`config.mk`:
```
export PLATFORM = sky130hd
export DESIGN_NAME = demux8_capture
export DESIGN_NICKNAME = d
export VERILOG_FILES = /design/src/rtl/demux8_capture.sv
export SDC_FILE = /design/constraint.sdc
export NUM_CORES = 1
export LEC_CHECK = 0
export BUFFER_PORTS_ARGS = -buffer_cell sky130_fd_sc_hd__buf_2
export CAP_MARGIN = 20
export CORE_MARGIN = 3
export CORE_UTILIZATION = 39
export CTS_BUF_LIST = sky130_fd_sc_hd__clkbuf_2
export DETAILED_ROUTE_END_ITERATION = 7
export PLACE_DENSITY = 0.61
export SLEW_MARGIN = 25
export SYNTH_ARGS = -nofsm -noshare
export SYNTH_HDL_FRONTEND = slang
export SYNTH_SLANG_ARGS = --single-unit
```
`constraint.sdc`:
```
create_clock -name clk -period 2.1 [get_ports clk]
set_input_delay 0.42 -clock clk [delete_from_list [all_inputs] [get_ports clk]]
set_output_delay 0.42 -clock clk [all_outputs]
set_load 0.05 [all_outputs]
```
`src/rtl/demux8_capture.sv`:
```
// Serial-to-parallel capture: steers strobed bits into a byte and presents each
// completed byte through a double-buffered dout/dout_valid/dout_ack handshake.
module demux8_capture #(
  parameter bit MSB_FIRST = 1'b1
) (
  input  logic       clk,
  input  logic       reset,
  input  logic       din,
  input  logic       din_strobe,
  input  logic       resync,
  output logic [2:0] sel,
  output logic [7:0] dout,
  output logic       dout_valid,
  input  logic       dout_ack,
  output logic       overrun
);

  logic [2:0] cnt_q, cnt_d;
  logic [7:0] sh_q, sh_d;
  logic [2:0] sel_q, sel_d;
  logic [7:0] dout_q, dout_d;
  logic       dout_valid_q, dout_valid_d;
  logic       overrun_q, overrun_d;

  logic [2:0] pos;
  logic [7:0] byte_b;
  logic       complete;

  function automatic logic [2:0] pos_of(input logic [2:0] c);
    return MSB_FIRST ? (3'd7 - c) : c;
  endfunction

  assign pos = pos_of(cnt_q);

  always_comb begin
    // NOTE: every always_comb output gets a default first so no path infers a latch.
    cnt_d        = cnt_q;
    sh_d         = sh_q;
    dout_d       = dout_q;
    dout_valid_d = dout_valid_q;
    overrun_d    = overrun_q;
    complete     = 1'b0;
    byte_b       = sh_q;
    byte_b[pos]  = din;

    // Resync beats a coincident strobe but leaves the output buffer alone.
    if (resync) begin
      cnt_d     = 3'd0;
      sh_d      = 8'd0;
      overrun_d = 1'b0;
    end else if (din_strobe) begin
      if (cnt_q == 3'd7) begin
        complete = 1'b1;
        cnt_d    = 3'd0;
        sh_d     = 8'd0;
      end else begin
        sh_d[pos] = din;
        cnt_d     = cnt_q + 3'd1;
      end
    end

    // An ack arriving with a new byte frees the buffer just in time to take it.
    if (complete) begin
      if (!dout_valid_q) begin
        dout_d       = byte_b;
        dout_valid_d = 1'b1;
      end else if (dout_ack) begin
        dout_d = byte_b;
      end else begin
        overrun_d = 1'b1;
      end
    end else if (dout_valid_q && dout_ack) begin
      dout_valid_d = 1'b0;
    end

    sel_d = pos_of(cnt_d);
  end

  always_ff @(posedge clk) begin
    // NOTE: sequential state uses non-blocking assignments so all flops update together.
    if (reset) begin
      cnt_q        <= 3'd0;
      sh_q         <= 8'd0;
      sel_q        <= MSB_FIRST ? 3'd7 : 3'd0;
      dout_q       <= 8'd0;
      dout_valid_q <= 1'b0;
      overrun_q    <= 1'b0;
    end else begin
      cnt_q        <= cnt_d;
      sh_q         <= sh_d;
      sel_q        <= sel_d;
      dout_q       <= dout_d;
      dout_valid_q <= dout_valid_d;
      overrun_q    <= overrun_d;
    end
  end

  assign sel        = sel_q;
  assign dout       = dout_q;
  assign dout_valid = dout_valid_q;
  assign overrun    = overrun_q;

endmodule
```
==> results.tsv <==
stage	metric	value	unit
logic_synthesis	syn_area	1136	um2
logic_synthesis	synth_ff_type	dfxtp_1	
routing	vias_per_cell	5.542	
layout	nNetsFinal	146	
timing	setup_viol	0	
min_path	min_path_type	input pin to register	
logic_synthesis	synth.avg_cell_area	9.467	um2
logic_synthesis	synth.most_common_cell	dfxtp_1	
die	die-area	3596	um2
setup_path	slowest_delay	0.61	ns
routing	wl_per_cell	13.16	um
clock_tree	htreeDepth	1	
clock_tree	ctsResizeCount	0	
pwr	peakVddDrop	0.0004848	V
logic_synthesis	ys_types	31	
status	outcome	completed	
die	die_h	59.97	um
timing	rsz0062_at_grt	no	
die	dieWidth	59.97	um
clock_tree	cts.sinks	24	
logic_synthesis	synth_top_area_share	42.29	%
setup_path	path_buf_inv	0	
timing	tightest_slew	0.3951	ns
clock_tree	insertion_delay	0.35	ns
layout	multi_input_area	598.1	um2
flow_run	maxCapViolations	0	
setup_path	crit_path_top_delay_cell	dfxtp_1	
setup_path	cp.depth	4	
placement	io_buffers	18	
placement	place_ws	0.3749	ns
timing	worst_slack	0.3521	ns
global_routing	use_met1	18.61	%
global_routing	grt_util_met3	3.888	%
global_routing	grt.met2_usage	21.91	%
clock_tree	clkTransAtPathRegs	0.23	ns
layout	antennaDiodeCount	0	
routing	routed_wl	2184	um
timing	fmax	572.1	MHz
routing	ant_nets	0	
global_routing	grt_pass1_vias	839	
timing	finalCritPeriodShare	83.24	%
layout	drive_gt1_share	28.68	%
layout	regArea	480.5	um2
die	ios	19	
die	start_util	43.49	%
pwr	leakage	0.5578	nW
routing	vias	920	
die	num_rows	18	
timing	skew	0.01820	ns
clock_tree	cts_root_buf	clkbuf_2	
logic_synthesis	synth_edf_count	0	
logic_synthesis	ys_seq_area_share	42.29	%
timing	maxSlewViolCount	0	
die	coreArea	2613	um2
timing	setup_tns	0	ns
global_routing	antenna_found_initial	0	
setup_path	critPathLaunchType	register	
logic_synthesis	yosysWarningCount	0	
clock_tree	cts_buffers	3	
setup_path	cp-end-kind	register	
placement	place.gp.congestion	0.7962	
logic_synthesis	synth_area_leaders	dfxtp_1 42%, mux2i_1 6.2%, a21oi_1 4.8%, a211oi_1 4.6%, a31o_2 4.6%	
setup_path	crit_fanout	13	
routing	first_iter_violations	41	
timing	fin_crit	1.748	ns
timing	slew_headroom	73.63	%
setup_path	crit_arrival	2.01	ns
clock_tree	post_cts_buffers	0	
setup_path	required	2.36	ns
clock_tree	cts_hold_repair.buffers	0	
clock_tree	clockBufferDepth	2	
logic_synthesis	synthArstFlopShare	0	%
logic_synthesis	syn_nets	129	
global_routing	busiest_layer	met2	
routing	drc_errors	0	
global_routing	grt_pass1_wl	3808	um
logic_synthesis	synth_common_cells	24 x dfxtp_1, 11 x a21oi_1, 7 x a211oi_1, 7 x mux2i_1, 7 x o21ai_0	
timing	hold_viol	0	
routing	first_pass_iters	4	
layout	area_delta_synth_final	13.77	%
setup_path	reg2regPathDepth	4	
min_path	worstHoldPathCells	2	
global_routing	overflow	0	
setup_path	crit_chain	ha_1, and3b_1, and3_1, a31o_2	
logic_synthesis	ys_seq_elements	24	
clock_tree	cts_tree	built	
layout	nFillCells	254	
pwr	p_per_area	633.6	nW/um2
setup_path	critPathKind	register to register	
placement	dp_hpwl	1624	um
logic_synthesis	syn_inst	120	
global_routing	grt_max_degree	18	
logic_synthesis	synth_area_leader_cell	dfxtp_1	
global_routing	grtUsageTotal	13.80	%
setup_path	cp_top_family	flip-flops	
==> worst register-to-register path, cell delays in order (launching register included) <==
cell and delay (ns):
dfxtp_1 0.61, ha_1 0.41, and3b_1 0.27, and3_1 0.18, a31o_2 0.21
==> power by group <==
| group | internal (mW) | switching [mW] |
|---|---|---|
| registers | 0.460 | 0.00149 |
| logic | 0.0202 | 0.0337 |
| clock network | 0.164 | 0.139 |
==> sequential cells by signal, summed over array words and instances, names as in the netlist <==
signal	flops
dout_valid	1
dout	8
sel	3
cnt_q	3
sh_q	8
overrun	1
==> final timing paths <==
path / to / slack (ns) / from
min reg2reg: sh_q[0]$_SDFFE_PP0P_ / 0.50 / sh_q[0]$_SDFFE_PP0P_
min: dout_valid$_SDFFE_PP0P_ / 0.34 / reset
max reg2reg: sh_q[1]$_SDFFE_PP0P_ / 0.35 / cnt_q[2]$_SDFF_PP0_
max: sh_q[1]$_SDFFE_PP0P_ / 0.35 / cnt_q[2]$_SDFF_PP0_
==> cells by family after synthesis <==
logic type | after synthesis | synth area share, %
multiplexers | 9 | 8.150
AO/OA/AOI/OAI | 36 | 20.59
buffers and inverters | 13 | 5.067
AND/OR/NAND/NOR | 35 | 20.60
flip-flops | 24 | 42.29
adder cells (fa/ha/maj) | 3 | 3.304
==> placed cells by master (no fill, tap or decap), types with 3 or more instances in the layout <==
cell | synthesis | layout
a31o_2 | 6 | 6
ha_1 | 3 | 3
o21ai_0 | 7 | 7
dfxtp_1 | 24 | 24
a211oi_1 | 7 | 7
clkbuf_2 | 0 | 3
a21oi_1 | 11 | 11
buf_2 | 4 | 18
and2_1 | 3 | 3
buf_4 | 1 | 4
inv_1 | 3 | 3
nor2_1 | 3 | 3
and3_1 | 6 | 6
nand2_1 | 5 | 5
and3b_1 | 5 | 5
mux2i_1 | 7 | 7
==> per-stage QoR <==
| step | power [mW] | utilization, % | hold slack, ns | instances | cell area [um2] |
|---|---|---|---|---|---|
| after detailed placement | 0.5239 | 47.75 | 0.4698 | 162 | 1247 |
| final | 0.8189 | 49.47 | 0.3376 | 166 | 1292 |
| after CTS | 0.8307 | 49.47 | 0.3223 | 166 | 1292 |
| after floorplan | 0.5085 | - | 0.4504 | 120 | 1136 |
| after global routing | 0.8555 | 49.47 | 0.3151 | 166 | 1292 |
| after global placement | 0.5235 | 47.75 | 0.4483 | 162 | 1247 |
==> per-layer routing <==
layer  routed length, um  vias up
met2                 990       16
met5                   0        -
li1                    -      474
met4                  10        0
met1                1063      428
met3                 120        2
==> final cells by class <==
type | instances | area share, %
Tap cell | 30 | 2.904
Multi-Input combinational cell | 83 | 46.27
Clock buffer | 3 | 1.162
Clock inverter | 1 | 2.323
Inverter | 3 | 0.8712
Sequential cell | 24 | 37.17
Timing Repair Buffer | 22 | 9.293
Note: power is estimated with default switching activity, not from simulation.
